===== src/rtl/uart_tx.sv =====
// 8N1 UART transmitter with a valid/ready byte input and a registered serial line.
// Define UART_TX_PARITY_EN to insert an even-parity bit (tx_state widens to 3 bits, PARITY=4).
module uart_tx #(
    parameter int CLKS_PER_BIT = 16,
    parameter int DATA_BITS    = 8
) (
    input  logic       clk,
    input  logic       RST,
    input  logic [7:0] tx_data,
    input  logic       tx_valid,
    output logic       tx_ready,
    output logic       tx,
`ifdef UART_TX_PARITY_EN
    output logic [2:0] tx_state,
`else
    output logic [1:0] tx_state,
`endif
    output logic       tx_done
);

    localparam int CW = $clog2(CLKS_PER_BIT);
`ifdef UART_TX_PARITY_EN
    localparam int SW = 3;
`else
    localparam int SW = 2;
`endif
    localparam logic [CW-1:0] BAUD_LAST = CW'(CLKS_PER_BIT - 1);
    localparam logic [2:0]    BIT_LAST  = 3'(DATA_BITS - 1);
    localparam logic [7:0]    DATA_MASK = 8'(255 >> (8 - DATA_BITS));

    // Encodings match uart_rx rx_state so both ends probe identically.
    typedef enum logic [SW-1:0] {
        S_IDLE   = SW'(0),
        S_START  = SW'(1),
        S_DATA   = SW'(2),
`ifdef UART_TX_PARITY_EN
        S_STOP   = SW'(3),
        S_PARITY = SW'(4)
`else
        S_STOP   = SW'(3)
`endif
    } state_t;

    state_t          r_state, w_state;
    logic [CW-1:0]   r_baud, w_baud;
    logic [2:0]      r_bitIdx, w_bitIdx;
    logic [7:0]      r_shift, w_shift;
    logic            r_tx, w_tx;
    logic            r_done, w_done;
    logic            w_baudLast;
`ifdef UART_TX_PARITY_EN
    logic            r_parity, w_parity;
`endif

    always_comb begin
        w_state    = r_state;
        w_baud     = r_baud;
        w_bitIdx   = r_bitIdx;
        w_shift    = r_shift;
        w_tx       = r_tx;
        w_done     = 1'b0;
        w_baudLast = (r_baud == BAUD_LAST);
`ifdef UART_TX_PARITY_EN
        w_parity   = r_parity;
`endif
        // Every non-idle state holds its line level for one full baud period.
        if (r_state != S_IDLE) begin
            w_baud = w_baudLast ? '0 : r_baud + 1'b1;
        end
        case (r_state)
            S_IDLE: begin
                w_tx = 1'b1;
                if (tx_valid) begin
                    w_state  = S_START;
                    w_shift  = tx_data & DATA_MASK;
                    w_tx     = 1'b0;
                    w_baud   = '0;
                    w_bitIdx = '0;
`ifdef UART_TX_PARITY_EN
                    w_parity = ^(tx_data & DATA_MASK);
`endif
                end
            end
            S_START: begin
                if (w_baudLast) begin
                    w_state  = S_DATA;
                    w_bitIdx = '0;
                    w_tx     = r_shift[0];
                end
            end
            S_DATA: begin
                if (w_baudLast) begin
                    if (r_bitIdx == BIT_LAST) begin
`ifdef UART_TX_PARITY_EN
                        w_state = S_PARITY;
                        w_tx    = r_parity;
`else
                        w_state = S_STOP;
                        w_tx    = 1'b1;
`endif
                    end else begin
                        w_bitIdx = r_bitIdx + 3'd1;
                        w_shift  = r_shift >> 1;
                        w_tx     = r_shift[1];
                    end
                end
            end
`ifdef UART_TX_PARITY_EN
            S_PARITY: begin
                if (w_baudLast) begin
                    w_state = S_STOP;
                    w_tx    = 1'b1;
                end
            end
`endif
            S_STOP: begin
                if (w_baudLast) begin
                    w_state = S_IDLE;
                    w_tx    = 1'b1;
                    w_done  = 1'b1;
                end
            end
            default: begin
                w_state = S_IDLE;
                w_tx    = 1'b1;
            end
        endcase
    end

    always_ff @(posedge clk) begin
        if (RST) begin
            r_state  <= S_IDLE;
            r_baud   <= '0;
            r_bitIdx <= '0;
            r_shift  <= '0;
            r_tx     <= 1'b1;
            r_done   <= 1'b0;
`ifdef UART_TX_PARITY_EN
            r_parity <= 1'b0;
`endif
        end else begin
            r_state  <= w_state;
            r_baud   <= w_baud;
            r_bitIdx <= w_bitIdx;
            r_shift  <= w_shift;
            r_tx     <= w_tx;
            r_done   <= w_done;
`ifdef UART_TX_PARITY_EN
            r_parity <= w_parity;
`endif
        end
    end

    assign tx_ready = (r_state == S_IDLE);
    assign tx       = r_tx;
    assign tx_state = r_state;
    assign tx_done  = r_done;

endmodule


===== config.mk =====
export PLATFORM = sky130hd
export DESIGN_NAME = uart_tx
export DESIGN_NICKNAME = d
export VERILOG_FILES = /design/src/rtl/uart_tx.sv
export SDC_FILE = /design/constraint.sdc
export NUM_CORES = 1
export LEC_CHECK = 0
export ABC_AREA = 1
export ABC_CLOCK_PERIOD_IN_PS = 1740
export CORE_ASPECT_RATIO = 1.2
export CORE_MARGIN = 8
export CORE_UTILIZATION = 35
export DETAILED_ROUTE_END_ITERATION = 16
export PLACE_DENSITY = 0.61
export SKIP_LAST_GASP = 1
export SLEW_MARGIN = 40
export SYNTH_ARGS = -nofsm -noshare
export SYNTH_HDL_FRONTEND = slang
export SYNTH_SLANG_ARGS = --single-unit

===== constraint.sdc =====
create_clock -name clk -period 1.74 [get_ports clk]
set_clock_uncertainty 0.2 [all_clocks]
set_input_delay 0.348 -clock clk [delete_from_list [all_inputs] [get_ports clk]]
set_output_delay 0.348 -clock clk [all_outputs]
set_load 0.02 [all_outputs]

==> impl_metrics.csv <==
group,metric,value,unit
place,portBuffers,15,
worst_setup_path,r2r_start,"r_bitIdx[0]",
clock_tree,cts_max_path_buffers,2,
clock_tree,cts_tree,"yes",
cells_and_area,drive_gt1_share,13.8,%
worst_setup_path,r2r_slack,0.13,ns
sta,timing.final.ws_setup,0.109,ns
worst_setup_path,arrival,1.08,ns
synthesis,synth_fa_ha_area_share,7.84,%
worst_setup_path,critPathKind,"flip-flop to output port",
global_route,busiest_layer,"met2",
synthesis,synth_cell_types,17,
worst_setup_path,critPathTopFamily,"buffers and inverters",
floorplanning,ios,16,
global_route,grt.met1_usage,11.8,%
sta,min_period,1.63,ns
cells_and_area,stdcell_area,0.00140,mm^2
floorplanning,start_util,36.6,%
synthesis,syn_area_per_cell,6.31,um^2
synthesis,synth-warning-count,0,
pwr,p_int,1.11,mW
sta,slew_headroom,83.8,%
worst_hold_path,min_path_cells,2,
floorplanning,core,0.00306,mm^2
sta,rsz0062_at_grt,"yes",
floorplanning,rows,22,
global_route,grt_use_total,10.1,%
pwr,sw_frac_of_total,46.0,%
synthesis,synth_xor_xnor_area_share,0,%
synthesis,synth-compound-area-share,5.15,%
cells_and_area,n_antenna_cell,0,
synthesis,ys_seq_area_share,34.0,%
pwr,p_switching,0.951,mW
place,place.gp.congestion,0.799,
route,wirelength,2620,um
pwr,p_clk_share,11.0,%
clock_tree,clk_pin_slew,0.11,ns
route,ant_nets,0,
route,drt-initial-drc-count,46,
sta,fin_hold_ws,0.291,ns
synthesis,synthMuxAreaShare,0,%
worst_setup_path,r2r_cells,8,
clock_tree,cts_root_buffer,"clkbuf_4",
worst_setup_path,crit_slowest_cell,"dfxtp_2",
global_route,use_met2,16.4,%
route,via_per_inst,4.59,
clock_tree,clk-insertion-delay-late,0.29,ns
clock_tree,cts_buffers,3,
place,place_area,0.00136,mm^2
worst_hold_path,min_from,"r_baud[1]",
pwr,power_density,1470,mW/mm^2
pwr,seqPwrFrac,31.4,%
clock_tree,clock_sinks,19,
worst_setup_path,critPathRequiredTime,1.19,ns
global_route,antenna_found_initial,0,
floorplanning,die_height,77.9,um
sta,max_freq,0.613,GHz
worst_setup_path,worstPathCellList,"buf_4, dlygate4sd2_1",
synthesis,syn-num-nets,195,
cells_and_area,areaGrowthSynthToFinish,25.6,%
clock_tree,h-tree-depth,1,
global_route,overflow,0,
clock_tree,post_cts_buffers,0,
worst_hold_path,hold_path.class,"flip-flop to flip-flop",
place,dp_hpwl,1920,um
synthesis,synth_top_family_by_area,"simple AND/OR/NAND/NOR gates",
floorplanning,die-width,67.6,um
worst_setup_path,path_buf_inv,2,
worst_setup_path,endpoint_kind,"output port",
pwr,ir_drop,0.955,mV
synthesis,synth_cells,177,
sta,final.period_utilization,93.7,%
sta,finalSetupViolations,0,
cells_and_area,final_nets,222,
cells_and_area,fill_cells,332,
place,place_ws,0.00507,ns
global_route,grt_pass1_vias,1046,
route,vias,1096,
worst_setup_path,path_max_fanout,4,
synthesis,netlist_area,0.00112,mm^2
worst_setup_path,r2r-end,"r_shift[0]",
worst_hold_path,hold-path-endpoint,"r_baud[1]",
run,max_cap_violations,0,
pwr,combPwrFrac,57.6,%
global_route,use_met3,2.30,%
pwr,power.total,2.06,mW
outcome,status,"finished clean",
synthesis,ys_seq_elements,19,
route,wire_per_inst,10.9,um
pwr,leakagePower,0.738,nW
floorplanning,die_area,0.00526,mm^2
global_route,grt_pass1_wl,4310,um
sta,final_max_slew_viol_count,0,
worst_setup_path,worst_path_largest_cell_delay,0.34,ns
sta,setup_tns,0,ns
route,firstDrtPassIters,4,
global_route,grt_start_max_net_pins,16,
worst_setup_path,critPathLaunchType,"flip-flop",
synthesis,synthSimpleGateAreaFrac,42.3,%
sta,tightest_slew,0.245,ns
sta,hold_viol,0,
route,drcViolationCount,0,
-- layout by cell type, fill, tap and decap left out --
cell type        synthesis  final
dfxtp_2                  0      3
dfxtp_1                 19     16
clkbuf_2                 0      1
nand2_2                  1      3
nor2_1                  30     30
buf_4                    0     10
inv_2                    1      1
nand2_4                  0      1
o21bai_1                 1      1
clkbuf_4                 0      3
a21oi_1                  7      7
dlygate4sd2_1            0      4
o21ai_0                  3      3
nand3_4                  2      2
nand3_1                  8      8
inv_1                   22     22
or2_0                    1      1
clkinv_2                 0      1
clkdlybuf4s50_1          0     10
nand2_1                 68     65
nand3b_1                 1      1
ha_2                     0      2
nor3_1                   2      2
ha_1                     7      5
nand3_2                  0      1
-- routing by layer --
layer | vias up | wire, um | part of all wire (%)
met1 | 484 | 1210 | 46
met3 | 4 | 133 | 5.1
met2 | 18 | 1230 | 47
met4 | 0 | 42 | 1.6
li1 | 590 | - | -
met5 | - | 0 | 0
-- final cells by class --
type,instances,area [um^2],share of cell area (%)
Sequential cell,19,384,27.4
Tap cell,36,45.0,3.21
Multi-Input combinational cell,132,646,46.0
Clock buffer,3,22.5,1.60
Timing Repair Buffer,25,215,15.3
Clock inverter,1,5.00,0.357
Inverter,23,86.3,6.15
-- repair_timing --
item                       4_1_cts  5_1_grt
resized for setup                5        9
cloned                           0        1
hold buffers                     0        0
setup endpoints to repair        5       13
pin swaps                        0        2
hold endpoints to repair         0        0
-- flip-flops by register name, indices dropped and copies added, names as in the netlist --
register,flops
r_baud,4
r_bitIdx,3
r_shift,8
tx,1
tx_done,1
tx_state,2
-- synth_stat cells --
master / instances / area share, %
o21bai_1: 1 / 0.67
ha_1: 7 / 7.8
nor3_1: 2 / 0.90
nand3_4: 2 / 3.1
nor2_1: 30 / 10
o21ai_0: 3 / 1.3
nand3b_1: 1 / 0.67
nand3_1: 8 / 3.6
nand2_1: 68 / 23
or2_0: 1 / 0.56
inv_1: 22 / 7.4
buf_2: 2 / 0.90
dfxtp_1: 19 / 34
nand2_2: 1 / 0.56
inv_2: 1 / 0.34
buf_6: 2 / 2.0
a21oi_1: 7 / 3.1
-- cell families after synthesis --
group           after synthesis
buf+inv                      27
simple gates                113
flops                        19
compound gates               11
fa+ha+maj                     7
-- worst max-delay path by stage --
stage | from | end | slack, ns | depth (start not counted)
5_1_grt | r_bitIdx[0] | r_shift[0] | -0.04 | 9
3_5_place_dp | tx_valid | r_bitIdx[2] | 0.005 | 7
4_1_cts | tx_state[1] | tx_ready | -0.11 | 3
2_1_floorplan | tx_state[1] | r_shift[0] | 0.008 | 7
6_report | tx_state[0] | tx_state[0] | 0.11 | 2
3_3_place_gp | tx_valid | r_shift[2] | 0.04 | 6
-- per-stage QoR --
stage | util, % | instances
5_1_grt | 45.9 | 239
3_5_place_dp | 44.5 | 234
6_report | 45.9 | 239
3_3_place_gp | 44.5 | 234
4_1_cts | 45.2 | 238
2_1_floorplan | - | 177
-- worst reg2reg max path, stage by stage, from the launching register on --
cell and delay [ns]:
dfxtp_2 0.35, ha_1 0.20, ha_2 0.19, inv_1 0.05
nand2_1 0.07, nand2_2 0.12, nand3_2 0.16, nor2_1 0.13
nor2_1 0.05
-- power by group through the flow --
stage / clock [mW] / sequential, mW / combinational, mW
finish: 0.227 / 0.649 / 1.19
CTS: 0.245 / 0.644 / 1.14
global route: 0.259 / 0.666 / 1.35
detailed placement: 0 / 0.655 / 1.16
global placement: 0 / 0.647 / 1.13
floorplan: 0 / 0.679 / 0.823
Power figures use the tool's default switching activity.
==> RTL change 1, RTL diff (same settings) <==
Take the reset off `r_shift` and load it in a clocked block of its own.
--- a/src/rtl/uart_tx.sv
+++ b/src/rtl/uart_tx.sv
@@ -132,7 +132,6 @@
             r_state  <= S_IDLE;
             r_baud   <= '0;
             r_bitIdx <= '0;
-            r_shift  <= '0;
             r_tx     <= 1'b1;
             r_done   <= 1'b0;
 `ifdef UART_TX_PARITY_EN
@@ -142,13 +141,16 @@
             r_state  <= w_state;
             r_baud   <= w_baud;
             r_bitIdx <= w_bitIdx;
-            r_shift  <= w_shift;
             r_tx     <= w_tx;
             r_done   <= w_done;
 `ifdef UART_TX_PARITY_EN
             r_parity <= w_parity;
 `endif
         end
+    end
+
+    always_ff @(posedge clk) begin
+        r_shift <= w_shift;
     end
 
     assign tx_ready = (r_state == S_IDLE);
Function: no difference found for any inputs over 10 cycles, from zero or initial values and one cycle with RST high; that may be too few to reach the edited logic, so the function may still have changed.
==> RTL change 1 against the original RTL <==
- total power rose by 14%
- sequential cell count did not move
- non-clock buffer count rose by 2
- global-route usage fell by 0.37 points
- via count fell by 19%
- die area fell by 6.4%
- critical endpoint unchanged
- routed wire length fell by 15%
- synthesized cell count fell by 28%
- worst setup slack got worse by 38 ps
- cell count fell by 21%
- clock power rose by 4%
- synthesized area fell by 8.2%
- cell area rose by 0.80%
==> RTL change 1: results (changes against the original RTL) <==
[global_routing]
grt_max_degree = 12  ; -4
grt_usage_pct = 9.708  ; -0.37 points
met2_usage_pct = 17.09  ; +0.66 points
grt_first_pass_wirelength_mm = 3.739  ; -13%
grt_util_met3_pct = 2.647  ; +0.35 points
first_global_vias = 884  ; -15%
grt_util_met1_pct = 10.51  ; -1.3 points
busiest_layer = met2

[setup_path]
worstPathArrival_ps = 1120  ; +40 ps
reg2reg_from = r_bitIdx[0]
r2r_slack_ps = 80  ; -50 ps
r2r_cells = 6  ; -2
rr_endpoint = r_shift[4]

[placement]
dp_hpwl_mm = 1.656  ; -14%
dp_cells = 185  ; -21%
place_area_sq_um = 1363  ; +0.28%
port_buffers = 15  ; unchanged
pre_cts_ws_ps = -147.2  ; -152.3 ps
gp_congestion = 0.8320  ; +4.1%

[final_layout]
n_fill_cell = 301  ; -9.3%
final_core_util_pct = 50.81  ; +4.9 points
finalNetCount = 176  ; -21%
reg.largest.list = r_shift x8, r_baud x4, r_bitIdx x3
drive_above_1_share_pct = 23.08  ; +9.3 points

[hold_path]
worstHoldEndpoint = r_bitIdx[2]
whs_path_depth = 2  ; unchanged
min_from = r_bitIdx[2]

[clock_network]
path_clk_slew_ps = 110  ; about the same
clock_latency_ps = 300
ctsResizeCount = 5  ; unchanged
cts_inserted_buffers = 3  ; unchanged
cts_buffer_depth = 2  ; unchanged

[power]
leakage_nw = 0.6546  ; -11%
peakVddDrop_v = 0.0007386  ; -23%

[route]
routedWlPerCell_microns = 11.74  ; +7.3%
wl_met3_microns = 111  ; -17%
via_count = 888  ; -19%
top_layer = met4
wl_met2_mm = 1.084  ; -12%
wirelength_mm = 2.231  ; -15%
drt_iter0_drc = 26  ; -43%
wl_met1_mm = 1.005  ; -17%
dr.pass1.iters = 4  ; unchanged

[logic_synthesis]
yosysUniqueCellTypes = 19  ; +2
synth_edf_count = 8  ; +8
synth.top_cells.by_count = nand2_1 (47), inv_1 (14), nor2_1 (12), dfxtp_1 (11)
syn_area_per_cell_sq_um = 8.079  ; +28%
ys_seq_area_share_pct = 44.88  ; +11 points
synth_area_leaders = edfxtp_1 (23%), dfxtp_1 (21%), nand2_1 (17%), ha_1 (9.8%), inv_1 (5.1%)
synth_ff_type = dfxtp_1
yosysMostFrequentCell = nand2_1
syn_nets = 146  ; -25%

[status]
status = complete, no violations

[timing]
slew_headroom_pct = 82.99  ; -0.77 points
timing.hold.ws_ps = 326.2  ; +35.14 ps
fmax_mhz = 599.0  ; -2.3%

[die]
start_util_pct = 36.84  ; +0.27 points

-- RTL change 1: critical path, cell delays in order (launching register included) --
cell and delay [ps]:
dfxtp_4 370, buf_4 140, dlygate4sd2_1 310
-- RTL change 1: cell families (layout without fill, tap and decap cells) --
group           Yosys count  count (layout)  share of synthesized area, %
compound gates           13              13                         8.171
buf+inv                  16              45                         6.951
flops                    19              19                         44.88
simple gates             71              71                         30.24
fa+ha+maj                 8               8                         9.756
-- RTL change 1: power breakdown --
group	total [W]	leakage [nW]	internal, W	switching (W)
Clock	0.000235	0.0150	0.0000894	0.000146
Sequential	0.000801	0.170	0.000711	0.0000895
Combinational	0.00131	0.470	0.000604	0.000708
Total	0.00235	0.655	0.00140	0.000943
-- RTL change 1: layout make-up --
class | count | area share, %
well taps | 34 | 3.006
repair buffers | 27 | 18.57
flip-flops and latches | 19 | 33.16
clock buffers | 4 | 1.857
inverters | 14 | 3.890
multi-input cells | 92 | 39.52
==> RTL change 2, RTL diff (same settings) <==
Without the edit above. `DATA_BITS`: 8 -> 6.
--- a/src/rtl/uart_tx.sv
+++ b/src/rtl/uart_tx.sv
@@ -2,7 +2,7 @@
 // Define UART_TX_PARITY_EN to insert an even-parity bit (tx_state widens to 3 bits, PARITY=4).
 module uart_tx #(
     parameter int CLKS_PER_BIT = 16,
-    parameter int DATA_BITS    = 8
+    parameter int DATA_BITS    = 6
 ) (
     input  logic       clk,
     input  logic       RST,
Check against the original RTL: same outputs for any inputs over 10 cycles, from zero or initial values and one cycle with RST high; that may be too few to reach the edited logic, so the function may still have changed.
==> RTL change 2 against the original RTL <==
- sequential cell count decreased by 2
- register-to-register slack got worse by 50 ps
- synthesized area is 5.4% lower
- sequential share of layout area decreased by 1.6 points
- via count is 12% lower
- cell area shrank 4.5%
- total power is 5.2% lower
- clock power shrank 4%
- worst setup slack worse by 39 ps
- global-route usage shrank 0.81 points
- routed wire length down 14%
==> RTL change 2: results (changes against the original RTL) <==
[logic_synthesis]
syn_nets = 161  ; -17%
synth_area_leaders = dfxtp_1 (32%), nand2_1 (15%), ha_1 (9.5%), nor2_1 (6.0%), inv_1 (5.0%)
yosysUniqueCellTypes = 26  ; +9
synth_xor_area_share_pct = 0  ; unchanged
ys_seq_area_share_pct = 32.19  ; -1.9 points
synth.top_cells.by_count = nand2_1 (41), dfxtp_1 (17), nor2_1 (17), inv_1 (14), a21oi_1 (9)
synth_edf_count = 0  ; unchanged
synth_ff_type = dfxtp_1
synthMuxAreaShare_pct = 3.787  ; +3.8 points
async_flop_share_pct = 0  ; unchanged
synth_compound_area_share_pct = 9.467  ; +4.3 points
synthAdderAreaFrac_pct = 9.467  ; +1.6 points
yosysWarnings = 0  ; unchanged

[setup_path]
worstPathArrival_ps = 1120  ; +40 ps
path_max_fanout = 5  ; +1

[final_layout]
n_fill_cell = 304  ; -8.4%
reg.largest.list = r_shift x6, r_baud x4, r_bitIdx x3
finalNetCount = 188  ; -15%
insertedDiodeCount = 0  ; unchanged
drive_above_1_share_pct = 21.43  ; +7.6 points

[clock_network]
cts_buffer_depth = 2  ; unchanged
htree_levels = 1  ; unchanged
cts_root_buffer = clkbuf_4
path_clk_slew_ps = 100
cts_inserted_buffers = 3  ; unchanged
clock_latency_ps = 290  ; about the same

[route]
wirelength_mm = 2.246  ; -14%
drt_iter0_drc = 21  ; -54%
via_count = 961  ; -12%
dr.pass1.iters = 4  ; unchanged

[timing]
slew_headroom_pct = 79.01  ; -4.7 points
setup-violations-final = 0  ; unchanged
hold_violations = 0  ; unchanged

[global_routing]
grt_max_degree = 11  ; -5
grt_usage_pct = 9.265  ; -0.81 points
grt_first_pass_wirelength_mm = 3.877  ; -10%
first_global_vias = 952  ; -9.0%
antenna_found_initial = 0  ; unchanged

[hold_path]
hp-class = register to register

[status]
status = complete, no violations

[die]
start_util_pct = 35.56  ; -1.0 points

[placement]
port_buffers = 13  ; -2
dp_hpwl_mm = 1.736  ; -9.4%
gp_congestion = 0.7039  ; -12%

[power]
peakVddDrop_v = 0.0007675  ; -20%
leakage_nw = 0.6026  ; -18%

RTL change 2: changes by cell type after synthesis, sizes merged, moves of 2 or more:
cell and delta:
inv -8, dfxtp -2, a21oi +2, buf -2, mux2i +4, nand3 -4, nor2 -9, nand2 -22
o21ai +2
RTL change 2: final timing paths:
kind | to | slack (ps) | cells past startpoint | startpoint
worst max-delay path | tx_ready | 70 | 3 | tx_state[1]
worst min-delay path | r_shift[5] | 280 | 2 | r_shift[5]
worst max register to register | r_shift[2] | 80 | 8 | tx_state[1]
worst min register to register | r_shift[5] | 280 | 2 | r_shift[5]
RTL change 2: layout make-up:
type | instances | area share [%]
Timing Repair Buffer | 23 | 14.57
Clock buffer | 4 | 1.961
Sequential cell | 17 | 25.77
Tap cell | 36 | 3.361
Inverter | 16 | 5.322
Multi-Input combinational cell | 108 | 49.02
RTL change 2: layer usage:
metal	share of wire [%]	vias to the layer above	track usage [%]
met4	2.0	0	4.283
met2	52	11	15.20
met3	2.8	7	2.206
met1	43	442	10.81
met5	0	-	0
li1	-	501	-
RTL change 2: logic make-up (layout without fill, tap and decap cells):
logic type	count (synthesis)	after routing
AND/OR/NAND/NOR	79	80
buffers and inverters	18	43
flip-flops	17	17
AO/OA/AOI/OAI	16	16
adder cells (fa/ha/maj)	8	8
multiplexers	4	4
RTL change 2: critical path, cell delays in order (launching register included):
cell      delay, ps
dfxtp_4         370
inv_2            60
ha_2            220
clkbuf_2        180
RTL change 2: power breakdown:
part	switching, W	internal (W)
registers	0.0000746	0.000505
clock network	0.000129	0.0000892
logic	0.000672	0.000487
RTL change 2: repair_timing:
item / in CTS / in global routing
endpoints found under the setup margin: 10 / 15
gates resized for setup: 6 / 8
buffers inserted: 1 / 2
pin swaps: 0 / 4
cloned: 0 / 1
RTL change 2: per-stage QoR:
step | util (%) | cell area [sq um] | setup WS, ps | TNS [ps] | instances
after floorplan | - | 1061 | 62.68 | 0 | 142
after global placement | 43.06 | 1280 | -1.126 | -1.126 | 197
after detailed placement | 43.06 | 1280 | -17.88 | -47.75 | 197
after CTS | 44.11 | 1311 | -118.4 | -118.4 | 202
after global routing | 45.08 | 1340 | -4.112 | -4.112 | 204
final | 45.08 | 1340 | 69.60 | 0 | 204
